==> config.mk <==
export PLATFORM = sky130hd
export DESIGN_NAME = psum_drain_seq_flat
export DESIGN_NICKNAME = d
export VERILOG_FILES = /design/src/rtl/systolic_pkg.sv /design/src/rtl/psum_drain_seq_if.sv /design/src/rtl/psum_drain_seq.sv /design/src/flat_wrapper.sv
export SDC_FILE = /design/constraint.sdc
export NUM_CORES = 1
export LEC_CHECK = 0
export ABC_AREA = 1
export ABC_CLOCK_PERIOD_IN_PS = 1100
export CAP_MARGIN = 20
export CORE_AREA = 2 2 45 89
export DETAILED_ROUTE_END_ITERATION = 6
export DIE_AREA = 0 0 47 91
export PLACE_DENSITY = 0.7
export SYNTH_ARGS = -nofsm -noshare
export SYNTH_HDL_FRONTEND = slang
export SYNTH_SLANG_ARGS = --single-unit
export TNS_END_PERCENT = 20
==> constraint.sdc <==
create_clock -name clk -period 1.1 [get_ports clk]
set_input_delay 0.11 -clock clk [delete_from_list [all_inputs] [get_ports clk]]
set_output_delay 0.11 -clock clk [all_outputs]
set_load 0.03 [all_outputs]
==> src/rtl/systolic_pkg.sv <==
//------------------------------------------------------------------------------
// Module   : systolic_pkg
// Purpose  : Constants and the drain FSM state type for the systolic-array output path.
// Revision : 1.0
//------------------------------------------------------------------------------
`default_nettype none

package systolic_pkg;

    localparam int N_LANES = 32;
    localparam int PSUM_W  = 17;
    localparam int SEL_W   = 8;

    typedef enum logic [1:0] {
        IDLE = 2'd0,
        CAPT = 2'd1,
        SEND = 2'd2
    } drain_state_t;

endpackage

`default_nettype wire

==> src/rtl/psum_drain_seq_if.sv <==
//------------------------------------------------------------------------------
// Module   : psum_drain_seq_if
// Purpose  : Bundles the mux select/data pair and the valid/ready output stream.
// Revision : 1.0
//------------------------------------------------------------------------------
`default_nettype none

interface psum_drain_seq_if #(
    parameter int DATA_W = systolic_pkg::PSUM_W,
    parameter int SEL_W  = systolic_pkg::SEL_W
);

    logic [DATA_W-1:0] mux_y;
    logic [SEL_W-1:0]  mux_sel;
    logic [DATA_W-1:0] out_data;
    logic              out_valid;
    logic              out_ready;
    logic              out_last;

    // master: the drain sequencer; slave: the mux plus the output buffer.
    modport master (
        input  mux_y,
        input  out_ready,
        output mux_sel,
        output out_data,
        output out_valid,
        output out_last
    );

    modport slave (
        output mux_y,
        output out_ready,
        input  mux_sel,
        input  out_data,
        input  out_valid,
        input  out_last
    );

endinterface

`default_nettype wire

==> src/rtl/psum_drain_seq.sv <==
//------------------------------------------------------------------------------
// Module   : psum_drain_seq
// Purpose  : Steps the partial-sum mux select through every lane and streams each
//            captured word out over a valid/ready handshake.
// Revision : 1.0
//------------------------------------------------------------------------------
`default_nettype none

module psum_drain_seq
    import systolic_pkg::drain_state_t, systolic_pkg::IDLE,
           systolic_pkg::CAPT, systolic_pkg::SEND;
#(
    parameter int N_LANES = systolic_pkg::N_LANES,
    parameter int DATA_W  = systolic_pkg::PSUM_W,
    parameter int SEL_W   = systolic_pkg::SEL_W
) (
    input  wire logic             clk,
    input  wire logic             rst_n,
    input  wire logic             start,
    input  wire logic             abort,
    psum_drain_seq_if.master      bus,
    output logic                  busy,
    output logic                  done
);

    localparam logic [SEL_W-1:0] c_last_sel = SEL_W'(N_LANES - 1);

    drain_state_t      r_state;
    logic [SEL_W-1:0]  r_sel;
    logic [DATA_W-1:0] r_data;
    logic              r_valid;
    logic              r_last;
    logic              r_busy;
    logic              r_done;

    // sel and data only move on a handshake or at frame start to keep mux toggling low.
    always_ff @(posedge clk or negedge rst_n) begin
        if (!rst_n) begin
            r_state <= IDLE;
            r_sel   <= '0;
            r_data  <= '0;
            r_valid <= 1'b0;
            r_last  <= 1'b0;
            r_busy  <= 1'b0;
            r_done  <= 1'b0;
        end else begin
            r_done <= 1'b0;
            case (r_state)
                IDLE: begin
                    if (start && !abort) begin
                        r_sel   <= '0;
                        r_busy  <= 1'b1;
                        r_state <= CAPT;
                    end
                end
                CAPT: begin
                    if (abort) begin
                        r_sel   <= '0;
                        r_busy  <= 1'b0;
                        r_state <= IDLE;
                    end else begin
                        r_data  <= bus.mux_y;
                        r_valid <= 1'b1;
                        r_last  <= (r_sel == c_last_sel);
                        r_state <= SEND;
                    end
                end
                SEND: begin
                    if (abort) begin
                        r_valid <= 1'b0;
                        r_last  <= 1'b0;
                        r_sel   <= '0;
                        r_busy  <= 1'b0;
                        r_state <= IDLE;
                    end else if (bus.out_ready) begin
                        r_valid <= 1'b0;
                        r_last  <= 1'b0;
                        if (r_last) begin
                            r_sel   <= '0;
                            r_done  <= 1'b1;
                            r_busy  <= 1'b0;
                            r_state <= IDLE;
                        end else begin
                            r_sel   <= r_sel + SEL_W'(1);
                            r_state <= CAPT;
                        end
                    end
                end
                default: begin
                    r_valid <= 1'b0;
                    r_last  <= 1'b0;
                    r_sel   <= '0;
                    r_busy  <= 1'b0;
                    r_state <= IDLE;
                end
            endcase
        end
    end

    assign bus.mux_sel   = r_sel;
    assign bus.out_data  = r_data;
    assign bus.out_valid = r_valid;
    assign bus.out_last  = r_last;
    assign busy          = r_busy;
    assign done          = r_done;

endmodule

`default_nettype wire

==> src/flat_wrapper.sv <==
// flat-port wrapper written by rule: the top's interface ports become plain ports
module psum_drain_seq_flat import systolic_pkg::drain_state_t, systolic_pkg::IDLE,
           systolic_pkg::CAPT, systolic_pkg::SEND;
#(
    parameter int N_LANES = systolic_pkg::N_LANES,
    parameter int DATA_W  = systolic_pkg::PSUM_W,
    parameter int SEL_W   = systolic_pkg::SEL_W
)
  (clk, rst_n, start, abort, busy, done, bus_mux_y, bus_out_ready, bus_mux_sel, bus_out_data, bus_out_valid, bus_out_last);
  psum_drain_seq_if #(.DATA_W(DATA_W), .SEL_W(SEL_W)) bus_i ();
  input  wire logic clk;
  input  wire logic rst_n;
  input  wire logic start;
  input  wire logic abort;
  output logic busy;
  output logic done;
  input wire logic [$bits(bus_i.mux_y)-1:0] bus_mux_y;
  input wire logic [$bits(bus_i.out_ready)-1:0] bus_out_ready;
  output wire logic [$bits(bus_i.mux_sel)-1:0] bus_mux_sel;
  output wire logic [$bits(bus_i.out_data)-1:0] bus_out_data;
  output wire logic [$bits(bus_i.out_valid)-1:0] bus_out_valid;
  output wire logic [$bits(bus_i.out_last)-1:0] bus_out_last;
  assign bus_i.mux_y = bus_mux_y;
  assign bus_i.out_ready = bus_out_ready;
  assign bus_mux_sel = bus_i.mux_sel;
  assign bus_out_data = bus_i.out_data;
  assign bus_out_valid = bus_i.out_valid;
  assign bus_out_last = bus_i.out_last;
  psum_drain_seq #(.N_LANES(N_LANES), .DATA_W(DATA_W), .SEL_W(SEL_W)) u_core (.clk(clk), .rst_n(rst_n), .start(start), .abort(abort), .bus(bus_i), .busy(busy), .done(done));
endmodule
# Yosys cells after proc, flatten, opt, wreduce, memory -nomap -nowiden
# Cells that the tools add are included.
# word_totals
ff_bits	31
input_bits	22
output_inout_bits	29
wordCells	54
# classes
add_sub_neg	1
n_eq_ne	8
mux	28
bitwise	2
reduce_logical	8
# op_table
cell	n
8-bit 2-to-1 mux	5
8-bit case mux with 3 select lines	1
1-bit 2-to-1 mux	14
1-bit case mux with 3 select lines	3
8-bit by 1-bit adder with 8-bit output (second input constant)	1
8-bit by 5-bit == test with 1-bit output (second input constant)	1
2-bit 2-to-1 mux	4
2-bit case mux with 3 select lines	1
3-bit AND reduction	2
2-bit != test (second input constant)	2
2-bit AND reduction	2
4-bit AND reduction	1
3-bit by 2-bit != test with 1-bit output (second input constant)	1
3-bit != test (second input constant)	1
2-bit by 1-bit == test with 1-bit output (second input constant)	1
2-bit == test (second input constant)	1
2-bit logical NOT	1
2-bit by 1-bit != test with 1-bit output (second input constant)	1
1-bit NOT	2
1-bit logical AND	1
1-bit logical NOT	1

# Depth between registers and ports, before layout
# Gate-level depths: netlist (run 1).
# depth
word_depth	5
ltp_mapped	9
depth_no_buf	9

# Worst setup path before layout (run 1)
# No wires, ideal clock.
# synth_timing
path_kind	reg2reg
from	register u_core.r_sel[1], in the netlist u_core.bus.mux_sel[1]
to	register u_core.r_sel[6], in the netlist u_core.bus.mux_sel[6]
setup_ns	0.120
t_arrival_ns	1.261
required_time_ns	0.980
path_slack_ns	-0.281
path_stages_with_launch	9
path_buffers	0
cell_sequence	dfrtp_1 -> ha_1 -> nand2_1 -> inv_1 -> nand2_1 -> nor2_1 -> nand3_1 -> nand2_1 -> nor2_1
# synth_via
elab_chain_cells	5
# synth_rtl
element	line_no	rtl
from (decl)	psum_drain_seq.sv:29	logic [SEL_W-1:0] r_sel;
from (signal assigned)	psum_drain_seq.sv:84	r_sel <= r_sel + SEL_W'(1);
8-bit by 1-bit adder with 8-bit output	psum_drain_seq.sv:84	
8-bit 2-to-1 mux	psum_drain_seq.sv:78	if (r_last) begin
8-bit 2-to-1 mux	psum_drain_seq.sv:75	end else if (bus.out_ready) begin
8-bit 2-to-1 mux	psum_drain_seq.sv:69	if (abort) begin
8-bit case mux with 3 select lines	psum_drain_seq.sv:48	case (r_state)
# No other way between the ends. The select of a mux whose other input is x is not followed.
# A chain may end at the register's enable or synchronous reset.

# Final worst setup path (run 1)
# layout_timing
from	register u_core.r_state[1]
to	register u_core.r_sel[1], in the netlist u_core.bus.mux_sel[1]
# layout_via
elab_chain_cells	3
word_cells_on_any_way	8
# layout_rtl
element	line_no	rtl
from (decl)	psum_drain_seq.sv:28	drain_state_t r_state;
from (signal assigned)	psum_drain_seq.sv:39	r_state <= IDLE;
from (signal assigned)	psum_drain_seq.sv:53	r_state <= CAPT;
from (signal assigned)	psum_drain_seq.sv:60	r_state <= IDLE;
2-bit == test (tied with other cells)	psum_drain_seq.sv:48	
3-bit != test (no line) (tied with other cells)	n/a	
3-bit AND reduction (no line)	n/a	
# Parallel ways exist; a longest one is shown, timed or not.

==> results.sh, run 1 <==
export IMPL_status="complete, but fails checks"
export IMPL_failed_checks="setup timing"
export IMPL_yosysWarningCount=0
export IMPL_antenna_violating_nets_post_route=0
export IMPL_sequential_area_share_after_synthesis_pct=56.4
export IMPL_crit_path_cell_trace="buf_12 > nand2_8 > nor2_4 > nor2_4 > buf_6 > buf_6 > nand3_2 > nand2_1"
export IMPL_critPathArrivalTime_ns=1.53
export IMPL_p_total_mw=6.14
export IMPL_num_rows=31
export IMPL_finalCriticalPeriod_ns=1.32
export IMPL_routed_wl_mm=3.95
export IMPL_slew_limit_headroom_pct=82.0
export IMPL_grt_use_total_pct=20.6
export IMPL_slowest_delay_ns=0.44
export IMPL_nets=238
export IMPL_setup_tns_final_ns=-3.82
export IMPL_via_count_of_the_first_global_routing_pass=1419
export IMPL_postLayoutSetupSlackWorst_ns=-0.217
export IMPL_effective_utilization_at_floorplan_pct=38.5
export IMPL_slowest_stage="sky130_fd_sc_hd__dfrtp_2"
export IMPL_drt_pre_antenna_iters=4
export IMPL_netlist_instances=134
export IMPL_final_common_cell="sky130_fd_sc_hd__buf_4"
export IMPL_timing_final_max_slew_violations=0
export IMPL_worst_r2r_startpoint="u_core.r_state[1]"
export IMPL_chipWidth_um=47
export IMPL_kind_of_cell_adding_the_most_delay_to_the_critical_path="flip-flops"
export IMPL_reg2reg_to="u_core.bus.mux_sel[1]"
export IMPL_post_synth_instance_area_um2=1380
export IMPL_clkTransAtPathRegs_ns=0.07
export IMPL_route_detailed_drc=0
export IMPL_max_slew_worst_pin_slew_ns=0.268
export IMPL_n_antenna_cell=0
export IMPL_antenna_found_initial=0
export IMPL_worst_r2r_setup_slack_ns=-0.22
export IMPL_worst_path_max_fanout=6
export IMPL_worst_setup_path_start_kind="flip-flop"
export IMPL_final_min_period_over_clock_period_pct=120
export IMPL_ios=51
export IMPL_numCtsBuffers=5
export IMPL_cp_buffers_inverters=3
export IMPL_timing_hold_worst_class="primary input to asynchronous set/reset pin"
export IMPL_worst_setup_path_type="flip-flop to flip-flop"
export IMPL_ctsRootBufferMaster="sky130_fd_sc_hd__clkbuf_8"
export IMPL_drv_cap=0
export IMPL_yosys_top_cells_area="sky130_fd_sc_hd__dfrtp_1 (56%), sky130_fd_sc_hd__mux2_2 (14%), sky130_fd_sc_hd__nand2_1 (6.8%)"
export IMPL_fmaxAchievable_mhz=759
export IMPL_place_port_buffers=50
export IMPL_ctsHtreeMaxLevel=2
export IMPL_dp_final_hpwl_mm=2.73
export IMPL_avgViaCountPerCell=4.80
export IMPL_hold_violations=0
export IMPL_cell_taking_the_most_area_after_synthesis="sky130_fd_sc_hd__dfrtp_1"
export IMPL_cts_hold_repair_buffers=0
export IMPL_synth_seq_cells=31
export IMPL_layout_area_overhead_vs_synth_pct=73.0
export IMPL_die_area_um2=4280
export IMPL_finalSetupViolations=29
export IMPL_clk_path_buf_depth=2
export IMPL_clock_sinks=31
export IMPL_static_leakage_power_nw=1.11
export IMPL_unrepaired_setup_endpoints_after_global_routing="true"
export IMPL_timing_clock_skew_ns=0.00560
export IMPL_kind_of_capture_point_of_the_worst_setup_path="flip-flop"
export IMPL_finished_layout_cells=265
export IMPL_reg2reg_depth=8
export IMPL_clock_latency_ns=0.28
export IMPL_grt_first_pass_wirelength_mm=6.31
export IMPL_hold_slack_ns=0.183
export IMPL_placeable_core_area_um2=3570
export IMPL_power_density_nw_per_um2=2580
export IMPL_cts_tree="built"
export IMPL_die_height_um=91
export IMPL_synth_net_count=157
export IMPL_most_common_layout_cells="sky130_fd_sc_hd__buf_4 (43), sky130_fd_sc_hd__dfrtp_1 (23), sky130_fd_sc_hd__clkdlybuf4s50_1 (21), sky130_fd_sc_hd__mux2_2 (17), sky130_fd_sc_hd__nand2_1 (17)"
export IMPL_grt_remaining_overflow=0
export IMPL_netlist_cell_type_count=18
export IMPL_number_of_drc_markers_in_iteration_0=20
export IMPL_maximum_number_of_pins_on_one_net_before_global_route_repair=32
export IMPL_synth_largest_type_area_fraction_pct=56.4
export IMPL_globalplace_congestion=0.864
export IMPL_worst_endpoint_required_ns=1.32
export IMPL_layout_drive_gt1_share_pct=59.3
export IMPL_placed_cells=250
export IMPL_syn_mean_instance_area_um2=10.3
export IMPL_vdd_ir_drop_max_mv=1.49
export IMPL_post_drt_wl_per_cell_um=14.9
export IMPL_via_count=1272
[what timing repair did]
item | in CTS | in global routing
gates cloned | 0 | 0
endpoints found under the setup margin | 31 | 34
gates resized for setup | 33 | 11
buffers inserted | 6 | 1
pin swaps | 15 | 7
[layer usage]
metal	part of all wire [%]	GRT usage [%]	up-vias
li1	-	-	599
met1	34	22.2	599
met2	57	34.2	60
met3	5.1	5.17	14
met4	3.7	11.3	0
met5	0	0	-
[worst max path at each step]
| stage | to | slack (ns) | start | cells past startpoint |
|---|---|---|---|---|
| CTS | u_core.bus.mux_sel[1] | -0.17 | u_core.r_state[0] | 8 |
| floorplan | u_core.bus.mux_sel[6] | -0.09 | u_core.bus.mux_sel[1] | 8 |
| finish | u_core.bus.mux_sel[1] | -0.22 | u_core.r_state[1] | 8 |
| global route | u_core.bus.mux_sel[1] | -0.26 | u_core.r_state[1] | 8 |
| detailed placement | u_core.bus.mux_sel[2] | -0.45 | abort | 7 |
| global placement | u_core.bus.mux_sel[1] | -0.37 | abort | 9 |
[state kept, by name (all words and copies together) (netlist names)]
| name | count |
|---|---|
| u_core.done | 1 |
| u_core.bus.out_last | 1 |
| u_core.bus.mux_sel | 8 |
| u_core.bus.out_valid | 1 |
| u_core.bus.out_data | 17 |
| u_core.busy | 1 |
| u_core.r_state | 2 |
[Yosys cell counts]
master                    number
sky130_fd_sc_hd__nor2_1       10
sky130_fd_sc_hd__inv_1        12
sky130_fd_sc_hd__nand2_1      25
sky130_fd_sc_hd__buf_6         1
sky130_fd_sc_hd__o21ai_1       1
sky130_fd_sc_hd__o21ai_0       3
sky130_fd_sc_hd__nor2_2        1
sky130_fd_sc_hd__a21oi_1       7
sky130_fd_sc_hd__nand3_1      12
sky130_fd_sc_hd__nor2_4        2
sky130_fd_sc_hd__mux2_2       17
sky130_fd_sc_hd__dfrtp_1      31
sky130_fd_sc_hd__nand2_2       2
sky130_fd_sc_hd__buf_4         2
sky130_fd_sc_hd__nand3_2       1
sky130_fd_sc_hd__ha_1          1
sky130_fd_sc_hd__inv_2         3
sky130_fd_sc_hd__nor3_1        3
[area by class of cell]
type                    count  area, µm²
fillers                   279       1190
multi-input cells          85        658
well taps                  49       61.3
repair buffers             77        706
clock inverters             1       30.0
flip-flops and latches     31        786
inverters                  15       61.3
clock buffers               7       76.3
[where the power goes]
group	internal, mW	switching (mW)
sequential	1.55	0.270
combinational	1.47	1.76
clock	0.677	0.423
[kinds of logic after synthesis]
family	after synthesis	synth area share, %
buffers and inverters	18	6.00
adders and majority gates	1	0.910
muxes	17	13.9
and+or+nand+nor	56	18.7
DFF	31	56.4
AOI/OAI and AO/OA	11	4.00
[through the flow]
step / utilization [%] / setup WS [ns] / area (µm²)
finish: 66.7 / -0.217 / 2380
global route: 66.7 / -0.259 / 2380
CTS: 65.3 / -0.172 / 2330
detailed placement: 57.5 / -0.454 / 2050
global placement: 57.5 / -0.367 / 2050
floorplan: - / -0.0906 / 1420
Power figures use the tool's default switching activity.
==> inputs of run 2 (changes only) <==
--- a/config.mk
+++ b/config.mk
@@ -8,10 +8,11 @@
 export ABC_AREA = 1
 export ABC_CLOCK_PERIOD_IN_PS = 1100
 export CAP_MARGIN = 20
-export CORE_AREA = 2 2 45 89
+export CORE_AREA = 2 2 62 58
 export DETAILED_ROUTE_END_ITERATION = 6
-export DIE_AREA = 0 0 47 91
-export PLACE_DENSITY = 0.7
+export DIE_AREA = 0 0 64 60
+export DONT_BUFFER_PORTS = 1
+export PLACE_DENSITY = 0.57
 export SYNTH_ARGS = -nofsm -noshare
 export SYNTH_HDL_FRONTEND = slang
 export SYNTH_SLANG_ARGS = --single-unit
==> constraint.sdc (replaced) <==
create_clock -name clk -period 1.1 [get_ports clk]
set_input_delay 0.11 -clock clk [delete_from_list [all_inputs] [get_ports clk]]
set_output_delay 0.11 -clock clk [all_outputs]
set_load 0.05 [all_outputs]
==> run 2 against run 1 <==
  * Maximum frequency rose by 5.0%
  * Global-route usage is 3.5 points lower
  * Register-to-register slack improved by 0.06 ns
  * Final cell count down 5.7%
  * Cell area down 8.4%
  * Critical path depth stayed put
  * Die area shrank 10%
  * Sequential power barely moved
  * The run still ends with setup timing left
  * Highest routed layer unchanged
  * Sequential share of layout area is 3.2 points higher
  * First-iteration DRC count increased to 2.6 times the previous value
==> results.sh, run 2 (same netlist as run 1, synthesis figures left out) <==
export IMPL_unrepaired_setup_endpoints_after_global_routing="true"
export IMPL_power_density_nw_per_um2=2700
export IMPL_clock_latency_ns=0.31
export IMPL_numCtsBuffers=5
export IMPL_clk_path_buf_depth=2
export IMPL_min_path_cells=4
export IMPL_dp_final_hpwl_mm=2.16
export IMPL_worst_path_max_fanout=8
export IMPL_placeable_core_area_um2=3230
export IMPL_vdd_ir_drop_max_mv=1.56
export IMPL_hold_violations=0
export IMPL_chipWidth_um=64
export IMPL_grt_first_pass_wirelength_mm=4.95
export IMPL_n_antenna_cell=0
export IMPL_timing_final_max_slew_violations=0
export IMPL_sequentialPowerShare_pct=30.4
export IMPL_max_slew_worst_pin_slew_ns=0.247
export IMPL_placed_cells=217
export IMPL_static_leakage_power_nw=1.02
export IMPL_route_detailed_drc=0
export IMPL_finalCriticalPeriod_ns=1.25
export IMPL_final_common_cell="sky130_fd_sc_hd__buf_4"
export IMPL_worst_setup_path_start_kind="flip-flop"
export IMPL_worst_endpoint_required_ns=1.31
export IMPL_largest_register_ffs=17
export IMPL_die_area_um2=3840
export IMPL_slew_limit_headroom_pct=83.6
export IMPL_worst_setup_path_type="flip-flop to flip-flop"
export IMPL_fmaxAchievable_mhz=798
export IMPL_pwr_share_comb_pct=59.2
export IMPL_preCtsSetupSlack_ns=-0.169
export IMPL_die_height_um=60
export IMPL_avgViaCountPerCell=4.72
export IMPL_maximum_number_of_pins_on_one_net_before_global_route_repair=32
export IMPL_via_count=1180
export IMPL_status="complete, but fails checks"
export IMPL_routed_wl_mm=3.12
export IMPL_clkTransAtPathRegs_ns=0.10
export IMPL_num_rows=20
export IMPL_grt_use_total_pct=17.1
export IMPL_net_switching_power_mw=2.76
export IMPL_postLayoutSetupSlackWorst_ns=-0.154
export IMPL_final_min_period_over_clock_period_pct=114
export IMPL_cts_tree="built"
export IMPL_number_of_drc_markers_in_iteration_0=51
export IMPL_failed_checks="setup timing"
export IMPL_timing_hold_worst_class="primary input to flip-flop"
export IMPL_post_drt_wl_per_cell_um=12.5
export IMPL_antenna_found_initial=0
export IMPL_layout_area_overhead_vs_synth_pct=58.5
export IMPL_grt_remaining_overflow=0
export IMPL_number_of_fill_cells=247
export IMPL_globalplace_congestion=0.762
export IMPL_via_count_of_the_first_global_routing_pass=1142
export IMPL_timing_clock_skew_ns=0.00772
export IMPL_most_common_layout_cells="sky130_fd_sc_hd__buf_4 (35), sky130_fd_sc_hd__dlygate4sd3_1 (20), sky130_fd_sc_hd__dfrtp_1 (20), sky130_fd_sc_hd__nand2_1 (18), sky130_fd_sc_hd__mux2_2 (17)"
export IMPL_drv_cap=0
export IMPL_drt_pre_antenna_iters=4
export IMPL_ctsRootBufferMaster="sky130_fd_sc_hd__clkbuf_4"
export IMPL_nets=228
export IMPL_power_frac_clock_pct=10.3
export IMPL_reg2reg_depth=8
export IMPL_clock_sinks=31
export IMPL_ios=51
export IMPL_cell_internal_pwr_mw=3.12
export IMPL_finished_layout_cells=250
export IMPL_power_switching_fraction_pct=46.9
export IMPL_kind_of_capture_point_of_the_worst_setup_path="flip-flop"
export IMPL_effective_utilization_at_floorplan_pct=42.6
export IMPL_place_port_buffers=0
export IMPL_ctsHtreeMaxLevel=2
export IMPL_finalSetupViolations=31
export IMPL_critPathArrivalTime_ns=1.46
export IMPL_antenna_violating_nets_post_route=0
export IMPL_layout_drive_gt1_share_pct=52.9
[run 2: cell types whose count changed in the layout (fill, tap and decap cells not counted), moves of 3 or more]
cell / delta
sky130_fd_sc_hd__nand3_2: -7
sky130_fd_sc_hd__nand3_1: +5
sky130_fd_sc_hd__clkbuf_4: +5
sky130_fd_sc_hd__buf_4: -8
sky130_fd_sc_hd__dfrtp_2: +3
sky130_fd_sc_hd__clkbuf_8: -5
sky130_fd_sc_hd__nor2_2: -3
sky130_fd_sc_hd__dfrtp_1: -3
sky130_fd_sc_hd__dlygate4sd3_1: +20
sky130_fd_sc_hd__clkdlybuf4s50_1: -21
sky130_fd_sc_hd__o21ai_2: -3
[run 2: final timing paths]
path	from	slack, ns	endpoint
worst max register to register	u_core.r_state[0]	-0.15	u_core.bus.mux_sel[6]
worst max-delay path	u_core.r_state[0]	-0.15	u_core.bus.mux_sel[6]
worst min register to register	u_core.bus.out_valid	0.49	u_core.bus.out_valid
max in group asynchronous	rst_n	0.68	u_core.r_state[1]
worst min-delay path	abort	0.08	u_core.done
min in group asynchronous	rst_n	0.22	u_core.bus.mux_sel[3]
[run 2: critical path: stages (launching register included)]
cell,delay [ns]
sky130_fd_sc_hd__dfrtp_2,0.44
sky130_fd_sc_hd__nor2_4,0.06
sky130_fd_sc_hd__nand2_2,0.10
sky130_fd_sc_hd__nand2_4,0.06
sky130_fd_sc_hd__nor2_4,0.16
sky130_fd_sc_hd__buf_12,0.14
sky130_fd_sc_hd__nand3_1,0.07
sky130_fd_sc_hd__nand2_1,0.08
sky130_fd_sc_hd__nor2_1,0.04
[run 2: power by group through the flow]
stage	sequential (mW)	combinational, mW	clock (mW)
3_3_place_gp	1.75	3.10	0
5_1_grt	1.85	3.66	0.711
6_report	1.79	3.48	0.609
4_1_cts	1.76	3.30	0.645
2_1_floorplan	3.06	0.865	0
3_5_place_dp	1.78	3.15	0
[run 2: routing by layer]
layer / GRT usage [%] / part of all wire [%]
met5: 0 / 0
met1: 19.3 / 41
met3: 6.21 / 4.4
met4: 5.59 / 0.32
met2: 30.4 / 54
[run 2: area by class of cell]
class	count	area, µm²	area share, %
clock buffer	7	45.0	2.07
clock inverter	1	5.00	0.230
inverter	15	56.3	2.58
multi-input combinational	85	613	28.1
sequential	31	790	36.2
tap	44	55.1	2.53
timing repair buffer	67	616	28.2
[run 2: per-stage QoR]
stage	hold slack, ns	utilization, %	total power [mW]	area (µm²)	setup TNS [ns]
final	0.0784	67.5	5.88	2180	-3.16
after global routing	0.0620	67.5	6.22	2180	-4.93
after CTS	0.0533	64.3	5.70	2070	-2.77
after detailed placement	-0.185	54.8	4.93	1770	-2.56
after global placement	-0.185	54.8	4.85	1770	-1.65
after floorplan	-0.186	-	3.92	1410	-0.702
[run 2: repair_timing]
| action | 4_1_cts | 5_1_grt |
|---|---|---|
| gates resized for setup | 8 | 25 |
| endpoints found under the hold margin | 50 | 0 |
| hold buffers | 21 | 0 |
| endpoints found under the setup margin | 29 | 41 |
| buffers inserted | 1 | 3 |
| pin swaps | 1 | 3 |
